### src/rtl/tmds_multi_encoder_pkg.sv
// Shared types, symbol tables and the stage-1 transition-minimising helper
// for the N-lane TMDS encoder.
// Contents: mode_e, CTRL_SYM, VGUARD_SYM_A/B, TERC4_SYM (only when
// TMDS_TERC4_EN is defined), qm_t payload and tmds_qm().
package tmds_multi_encoder_pkg;

  localparam int unsigned SYM_W  = 10;
  localparam int unsigned QM_W   = 9;
  localparam int unsigned DISP_W = 5;

  typedef enum logic [1:0] {
    MODE_CTRL   = 2'd0,
    MODE_VIDEO  = 2'd1,
    MODE_VGUARD = 2'd2,
    MODE_ISLAND = 2'd3
  } mode_e;

  // Indexed by {c1,c0}
  localparam logic [SYM_W-1:0] CTRL_SYM [4] = '{
    10'b1101010100, 10'b0010101011, 10'b0101010100, 10'b1010101011
  };

  localparam logic [SYM_W-1:0] VGUARD_SYM_A = 10'b1011001100;
  localparam logic [SYM_W-1:0] VGUARD_SYM_B = 10'b0100110011;

`ifdef TMDS_TERC4_EN
  localparam logic [SYM_W-1:0] TERC4_SYM [16] = '{
    10'b1010011100, 10'b1001100011, 10'b1011100100, 10'b1011100010,
    10'b0101110001, 10'b0100011110, 10'b0110001110, 10'b0100111100,
    10'b1011001100, 10'b0100111001, 10'b0110011100, 10'b1011000110,
    10'b1010001110, 10'b1001110001, 10'b0101100011, 10'b1011000011
  };
`endif

  // Stage-1 result: q_m word and its disparity 2*ones-8 (range -8..+8)
  typedef struct packed {
    logic [QM_W-1:0]          qm;
    logic signed [DISP_W-1:0] disp;
  } qm_t;

  function automatic qm_t tmds_qm(input logic [7:0] d);
    qm_t               r;
    logic [3:0]        n1;
    logic [3:0]        n_qm;
    logic              xnor_sel;
    logic signed [5:0] twice;
    n1 = '0;
    for (int i = 0; i < 8; i++) n1 = n1 + 4'(d[i]);
    xnor_sel = (n1 > 4'd4) || ((n1 == 4'd4) && !d[0]);
    r.qm[0] = d[0];
    for (int i = 1; i < 8; i++)
      r.qm[i] = xnor_sel ? ~(r.qm[i-1] ^ d[i]) : (r.qm[i-1] ^ d[i]);
    r.qm[8] = ~xnor_sel;
    n_qm = '0;
    for (int i = 0; i < 8; i++) n_qm = n_qm + 4'(r.qm[i]);
    twice  = $signed({1'b0, n_qm, 1'b0}) - 6'sd8;
    r.disp = twice[DISP_W-1:0];
    return r;
  endfunction

endpackage

### src/rtl/tmds_multi_encoder_if.sv
// Symbol-slot bus between the timing generator (master) and the encoder
// (slave). Carries per-lane video/control/TERC4 inputs and the encoded
// 10-bit symbols; lane i occupies slice [W*i +: W] of each vector.
interface tmds_multi_encoder_if #(
  parameter int unsigned NUM_CH = 3
);
  import tmds_multi_encoder_pkg::*;

  logic                  in_valid;
  mode_e                 in_mode;
  logic [NUM_CH*8-1:0]   in_data;
  logic [NUM_CH*2-1:0]   in_ctrl;
  logic [NUM_CH*4-1:0]   in_terc4;
  logic                  out_valid;
  logic [NUM_CH*10-1:0]  out_symbols;

  modport master (
    output in_valid, in_mode, in_data, in_ctrl, in_terc4,
    input  out_valid, out_symbols
  );

  modport slave (
    input  in_valid, in_mode, in_data, in_ctrl, in_terc4,
    output out_valid, out_symbols
  );
endinterface

### src/rtl/tmds_multi_encoder_lane_enc.sv
// One TMDS lane: stage 1 registers q_m/disparity and the slot side-band,
// stage 2 applies DC balancing (or a table symbol) and owns the lane bias.
// Ports: clk, rst (sync, active-high), adv1_i/adv2_i stage-advance strobes,
// mode_i, data_i, ctrl_i, terc4_i (only with TMDS_TERC4_EN), sym_o.
// LANE_IDX selects the guard-band symbol (lane 1 differs from the rest).
module tmds_multi_encoder_lane_enc
  import tmds_multi_encoder_pkg::*;
#(
  parameter int unsigned LANE_IDX = 0,
  parameter int unsigned BIAS_W   = 5
) (
  input  logic             clk,
  input  logic             rst,
  input  logic             adv1_i,
  input  logic             adv2_i,
  input  mode_e            mode_i,
  input  logic [7:0]       data_i,
  input  logic [1:0]       ctrl_i,
`ifdef TMDS_TERC4_EN
  input  logic [3:0]       terc4_i,
`endif
  output logic [SYM_W-1:0] sym_o
);

  localparam logic signed [BIAS_W-1:0] TWO = BIAS_W'(2);

  qm_t                      qm_c;
  logic [QM_W-1:0]          qm_q;
  logic signed [DISP_W-1:0] disp_q;
  mode_e                    mode_q;
  logic [1:0]               ctrl_q;
`ifdef TMDS_TERC4_EN
  logic [3:0]               terc4_q;
`endif
  logic [SYM_W-1:0]         sym_q, sym_d;
  logic signed [BIAS_W-1:0] bias_q, bias_d;
  logic signed [BIAS_W-1:0] disp_b;
  logic                     q8;
  logic [SYM_W-1:0]         tbl_sym;

  assign qm_c   = tmds_qm(data_i);
  assign disp_b = BIAS_W'(disp_q);
  assign q8     = qm_q[8];

  // Stage 1: capture q_m and side-band only for valid slots
  always_ff @(posedge clk) begin
    if (rst) begin
      qm_q    <= '0;
      disp_q  <= '0;
      mode_q  <= MODE_CTRL;
      ctrl_q  <= '0;
`ifdef TMDS_TERC4_EN
      terc4_q <= '0;
`endif
    end else if (adv1_i) begin
      qm_q    <= qm_c.qm;
      disp_q  <= qm_c.disp;
      mode_q  <= mode_i;
      ctrl_q  <= ctrl_i;
`ifdef TMDS_TERC4_EN
      terc4_q <= terc4_i;
`endif
    end
  end

  // Island symbol: TERC4 when built, otherwise the control symbol
  always_comb begin
`ifdef TMDS_TERC4_EN
    tbl_sym = TERC4_SYM[terc4_q];
`else
    tbl_sym = CTRL_SYM[ctrl_q];
`endif
  end

  // Stage 2: DC-balanced video or table symbol; non-video clears bias
  always_comb begin
    sym_d  = sym_q;
    bias_d = bias_q;
    case (mode_q)
      MODE_VIDEO: begin
        if ((bias_q == '0) || (disp_q == '0)) begin
          sym_d  = {~q8, q8, q8 ? qm_q[7:0] : ~qm_q[7:0]};
          bias_d = q8 ? (bias_q + disp_b) : (bias_q - disp_b);
        end else if (bias_q[BIAS_W-1] == disp_q[DISP_W-1]) begin
          sym_d  = {1'b1, q8, ~qm_q[7:0]};
          bias_d = bias_q + (q8 ? TWO : '0) - disp_b;
        end else begin
          sym_d  = {1'b0, q8, qm_q[7:0]};
          bias_d = bias_q + disp_b - (q8 ? '0 : TWO);
        end
      end
      MODE_VGUARD: begin
        sym_d  = (LANE_IDX == 1) ? VGUARD_SYM_B : VGUARD_SYM_A;
        bias_d = '0;
      end
      MODE_ISLAND: begin
        sym_d  = tbl_sym;
        bias_d = '0;
      end
      default: begin
        sym_d  = CTRL_SYM[ctrl_q];
        bias_d = '0;
      end
    endcase
  end

  always_ff @(posedge clk) begin
    if (rst) begin
      sym_q  <= '0;
      bias_q <= '0;
    end else if (adv2_i) begin
      sym_q  <= sym_d;
      bias_q <= bias_d;
    end
  end

  assign sym_o = sym_q;

endmodule

### src/rtl/tmds_multi_encoder.sv
// N-lane TMDS encoder with a 2-stage pipeline, per-lane DC balance and
// control / video / guard-band / data-island periods.
// Ports: clk, rst (sync, active-high), bus (tmds_multi_encoder_if.slave:
// in_valid, in_mode, in_data, in_ctrl, in_terc4, out_valid, out_symbols).
// Macro TMDS_TERC4_EN: when defined, ISLAND slots use TERC4 coding of
// in_terc4; otherwise ISLAND is encoded as CTRL and in_terc4 is ignored.
module tmds_multi_encoder
  import tmds_multi_encoder_pkg::*;
#(
  parameter int unsigned NUM_CH = 3,
  parameter int unsigned BIAS_W = 5
) (
  input  logic                  clk,
  input  logic                  rst,
  tmds_multi_encoder_if.slave   bus
);

  logic                      v1_q, v2_q;
  logic [NUM_CH*SYM_W-1:0]   sym_w;

  // Slot valid pipeline; stage 2 advances only when stage 1 holds a slot
  always_ff @(posedge clk) begin
    if (rst) begin
      v1_q <= 1'b0;
      v2_q <= 1'b0;
    end else begin
      v1_q <= bus.in_valid;
      v2_q <= v1_q;
    end
  end

  for (genvar i = 0; i < NUM_CH; i++) begin : g_lane
    tmds_multi_encoder_lane_enc #(
      .LANE_IDX (i),
      .BIAS_W   (BIAS_W)
    ) u_lane (
      .clk     (clk),
      .rst     (rst),
      .adv1_i  (bus.in_valid),
      .adv2_i  (v1_q),
      .mode_i  (bus.in_mode),
      .data_i  (bus.in_data[8*i +: 8]),
      .ctrl_i  (bus.in_ctrl[2*i +: 2]),
`ifdef TMDS_TERC4_EN
      .terc4_i (bus.in_terc4[4*i +: 4]),
`endif
      .sym_o   (sym_w[SYM_W*i +: SYM_W])
    );
  end

`ifndef TMDS_TERC4_EN
  logic unused_terc4;
  assign unused_terc4 = ^bus.in_terc4;
`endif

  assign bus.out_valid   = v2_q;
  assign bus.out_symbols = sym_w;

endmodule
### src/flat_wrapper.sv
// flat-port wrapper written by rule: the top's interface ports become plain ports
module tmds_multi_encoder_flat import tmds_multi_encoder_pkg::*;
#(
  parameter int unsigned NUM_CH = 3,
  parameter int unsigned BIAS_W = 5
)
  (clk, rst, bus_in_valid, bus_in_mode, bus_in_data, bus_in_ctrl, bus_in_terc4, bus_out_valid, bus_out_symbols);
  tmds_multi_encoder_if #(.NUM_CH(NUM_CH)) bus_i ();
  input  logic clk;
  input  logic rst;
  input wire logic [$bits(bus_i.in_valid)-1:0] bus_in_valid;
  input wire logic [$bits(bus_i.in_mode)-1:0] bus_in_mode;
  input wire logic [$bits(bus_i.in_data)-1:0] bus_in_data;
  input wire logic [$bits(bus_i.in_ctrl)-1:0] bus_in_ctrl;
  input wire logic [$bits(bus_i.in_terc4)-1:0] bus_in_terc4;
  output wire logic [$bits(bus_i.out_valid)-1:0] bus_out_valid;
  output wire logic [$bits(bus_i.out_symbols)-1:0] bus_out_symbols;
  assign bus_i.in_valid = bus_in_valid;
  assign bus_i.in_mode = bus_in_mode;
  assign bus_i.in_data = bus_in_data;
  assign bus_i.in_ctrl = bus_in_ctrl;
  assign bus_i.in_terc4 = bus_in_terc4;
  assign bus_out_valid = bus_i.out_valid;
  assign bus_out_symbols = bus_i.out_symbols;
  tmds_multi_encoder #(.NUM_CH(NUM_CH), .BIAS_W(BIAS_W)) u_core (.clk(clk), .rst(rst), .bus(bus_i));
endmodule
### config.mk
export PLATFORM = sky130hd
export DESIGN_NAME = tmds_multi_encoder_flat
export DESIGN_NICKNAME = d
export VERILOG_FILES = /design/src/rtl/tmds_multi_encoder_pkg.sv /design/src/rtl/tmds_multi_encoder_if.sv /design/src/rtl/tmds_multi_encoder_lane_enc.sv /design/src/rtl/tmds_multi_encoder.sv /design/src/flat_wrapper.sv
export SDC_FILE = /design/constraint.sdc
export NUM_CORES = 1
export LEC_CHECK = 0
export BUFFER_PORTS_ARGS = -buffer_cell sky130_fd_sc_hd__buf_2
export CAP_MARGIN = 20
export CORE_MARGIN = 2
export CORE_UTILIZATION = 40
export CTS_CLUSTER_DIAMETER = 60
export DETAILED_ROUTE_END_ITERATION = 8
export GPL_TIMING_DRIVEN = 0
export PLACE_DENSITY = 0.62
export SLEW_MARGIN = 20
export SYNTH_ARGS = -nofsm -noshare
export SYNTH_HDL_FRONTEND = slang
export SYNTH_SLANG_ARGS = --single-unit
export TNS_END_PERCENT = 30
### constraint.sdc
create_clock -name clk -period 10.5 [get_ports clk]
set_clock_uncertainty 0.2 [all_clocks]
set_input_delay 2.1 -clock clk [delete_from_list [all_inputs] [get_ports clk]]
set_output_delay 2.1 -clock clk [all_outputs]
set_load 0.02 [all_outputs]
==> flow_metrics.env <==
export IMPL_antenna_found_initial=0
export IMPL_cp_max_fo=7
export IMPL_syn_to_final_growth_pct=12.7
export IMPL_io_buffers=63
export IMPL_place_congestion=0.879
export IMPL_min_from="u_core.g_lane[1].u_lane.sym_o[4]"
export IMPL_ctsLongestPathBuffers=2
export IMPL_die_x_um=137
export IMPL_cts_setup_buffers=0
export IMPL_rr_endpoint="u_core.g_lane[0].u_lane.bias_q[3]"
export IMPL_dr_total_vias=5912
export IMPL_diodes=0
export IMPL_initial_core_util_pct=41.0
export IMPL_ys_ff_latch=91
export IMPL_reg2reg_depth=9
export IMPL_drt_wl_total_mm=17.8
export IMPL_clk_latency_ps=350
export IMPL_finalMaxSlewViolations=0
export IMPL_utilization_pct=46.1
export IMPL_fin_setup_tns_ps=0
export IMPL_grtUsageTotal_pct=19.3
export IMPL_drt_initial_drc_count=321
export IMPL_wl_per_cell_um=16.0
export IMPL_synth_cell_types=50
export IMPL_grt_max_degree=16
export IMPL_fin_crit_ps=8110
export IMPL_crit_path_start_kind="primary input"
export IMPL_io_pins=78
export IMPL_setup_worst_path_end_class="flip-flop"
export IMPL_drc=0
export IMPL_seq_area_frac_synth_pct=25.6
export IMPL_rsz0062_at_grt="false"
export IMPL_coreArea_sq_um=17400
export IMPL_path_clk_slew_ps=70
export IMPL_postSynthAreaPerCell_sq_um=8.78
export IMPL_row_count=48
export IMPL_grt_pass1_vias=5496
export IMPL_cp_required_ps=10520
export IMPL_grt_first_pass_wirelength_mm=28.2
export IMPL_vdd_drop_max_uv=129
export IMPL_hold_buffers=0
export IMPL_first_pass_iters=5
export IMPL_outcome="completed"
export IMPL_post_route_period_util_pct=77.2
export IMPL_ctsResizeCount=0
export IMPL_crit_arrival_ps=8130
export IMPL_ant_nets=0
export IMPL_drive_gt1_share_pct=10.8
export IMPL_yosys_warnings=0
export IMPL_cap_violations=0
export IMPL_worstMarginPinSlew_ps=912
export IMPL_slew_headroom_pct=38.7
export IMPL_async_flop_share_pct=0
export IMPL_leakage_nw=3.65
export IMPL_synthesis_area_sq_um=7110
export IMPL_cts_htree_levels=3
export IMPL_fmax_mhz=123
export IMPL_numClockSinks=91
export IMPL_min_path_type="reg -> reg"
export IMPL_syn_inst=810
export IMPL_p_per_area_nw_per_um2=244
export IMPL_synthesis_nets=955
export IMPL_viasPerCell=5.31
export IMPL_cts_buffers=9
export IMPL_grt_overflow_total=0
export IMPL_final_hold_violation_count=0
export IMPL_nets=1029
export IMPL_setup_viol=0
export IMPL_clock_root_buffer="clkbuf_16"
export IMPL_hold_end="u_core.g_lane[1].u_lane.sym_o[4]"
export IMPL_synth_edf_count=0
export IMPL_ys_flop_type="dfxtp_1"
export IMPL_worstReg2RegStart="u_core.g_lane[0].u_lane.qm_q[8]"
export IMPL_hpwl_mm=14.0
export IMPL_holdPathStages=2
export IMPL_die_area_sq_um=18900
export IMPL_crit_type="in -> reg"
export IMPL_ff2ff_setup_slack_ps=7490
export IMPL_cts_tree="done"
export IMPL_fp_dieH_um=137
cells in the final DEF, fill, tap and decap left out, types with 6 or more instances in the layout:
master / count
o211ai_1: 8
clkbuf_16: 9
o21a_1: 6
a21o_1: 12
and3_1: 6
o21ai_0: 6
buf_2: 64
clkbuf_1: 33
a211oi_1: 12
ha_1: 61
nor2_1: 88
a31oi_1: 30
fa_1: 37
nor3b_1: 6
nand2_1: 34
nand2b_1: 16
inv_1: 93
or4_1: 26
nor3_1: 31
o31ai_1: 28
xnor2_1: 32
nand3_1: 10
mux2i_1: 35
dfxtp_1: 91
xor2_1: 19
o2111ai_1: 6
a21oi_1: 28
kinds of logic (layout without fill, tap and decap cells):
group | count (synthesis) | in the layout | share of synthesized area (%)
xor+xnor | 60 | 60 | 8.89
mux | 39 | 39 | 5.56
simple gates | 230 | 230 | 16.1
compound gates | 154 | 154 | 14.9
buf+inv | 138 | 217 | 7.76
fa+ha+maj | 98 | 98 | 21.2
flops | 91 | 91 | 25.6
state kept, by name, summed over array words and instances, names as in the netlist:
name	flops
u_core.g_lane.u_lane.qm_q	27
u_core.g_lane.u_lane.disp_b	12
u_core.bus.out_valid	1
u_core.g_lane.u_lane.mode_q	2
u_core.g_lane.u_lane.sym_o	30
u_core.v1_q	1
u_core.g_lane.u_lane.bias_q	12
u_core.g_lane.u_lane.ctrl_q	6
layout make-up:
class / count / area [sq um]
repair buffers: 63 / 315
well taps: 225 / 282
clock buffers: 11 / 243
inverters: 94 / 353
plain buffers: 44 / 199
fillers: 1739 / 9350
multi-input cells: 581 / 4730
flip-flops and latches: 91 / 1820
clock inverters: 5 / 60.1
synthesized netlist by cell type, drive strengths merged (4+ instances only):
cell type  number  share of area [%]
mux2            4               0.63
o21a            6               0.63
o31ai          28                3.0
fa             37                 10
a21o           12                1.3
nor3b           6               0.63
a211oi         12                1.3
nor2           88                4.6
a31oi          30                2.6
nand3          10               0.70
xor2           19                2.3
clkbuf         34                1.8
xnor3           5                1.6
or4            27                2.9
ha             61                 11
nand2b         16                1.4
inv            93                4.9
o2111ai         6               0.74
nor3           31                2.2
mux2i          35                4.9
a21oi          28                2.0
o211ai          8               0.84
o21ai           6               0.42
buf            10               0.97
dfxtp          91                 26
nand2          34                1.8
and3            7               0.69
xnor2          35                4.6
how the worst max path moves through the flow:
stage | startpoint | to | slack, ps | cells past startpoint
floorplan | bus_in_data[8] | u_core.g_lane[1].u_lane.disp_b[4] | 2520 | 21
global placement | bus_in_data[8] | u_core.g_lane[1].u_lane.disp_b[3] | 2070 | 22
detailed placement | bus_in_data[8] | u_core.g_lane[1].u_lane.disp_b[4] | 2000 | 22
CTS | bus_in_data[8] | u_core.g_lane[1].u_lane.disp_b[4] | 2350 | 22
global route | bus_in_data[8] | u_core.g_lane[1].u_lane.disp_b[4] | 2070 | 22
finish | bus_in_data[8] | u_core.g_lane[1].u_lane.disp_b[4] | 2390 | 22
layer usage:
| layer | up-vias | track usage [%] | wire (um) |
|---|---|---|---|
| met2 | 115 | 32.6 | 8550 |
| met3 | 12 | 2.91 | 719 |
| met5 | - | 0 | 0 |
| met4 | 0 | 4.30 | 213 |
| li1 | 2957 | - | - |
| met1 | 2828 | 26.2 | 8330 |
per-stage QoR:
stage                     area, sq um  hold slack [ps]  setup WS, ps  power [mW]  std cells
after global placement           7700              264          2070        1.61       1098
after detailed placement         7700              263          2000        1.64       1098
after global routing             8010              293          2070        2.15       1114
after CTS                        8010              276          2350        1.98       1114
after floorplan                  7110              259          2520        1.37        810
final                            8010              273          2390        1.96       1114
worst max-delay path, cell delays in order:
cell and delay, ps:
buf_2 140, inv_1 70, fa_1 560, fa_1 430
fa_1 500, inv_1 40, ha_1 190, fa_1 430
nor3b_1 270, o211ai_1 230, and3_1 250, or2_2 310
fa_1 500, inv_1 60, fa_1 530, inv_1 50
fa_1 450, ha_1 240, fa_1 420, xnor2_1 150
mux2i_1 130, nor2_1 50
power by group:
group	internal (mW)	total, mW	switching, mW
clock	0.193	0.339	0.146
combinational	0.539	1.19	0.652
sequential	0.393	0.426	0.0328
total	1.13	1.96	0.831
Power figures use the tool's default switching activity.
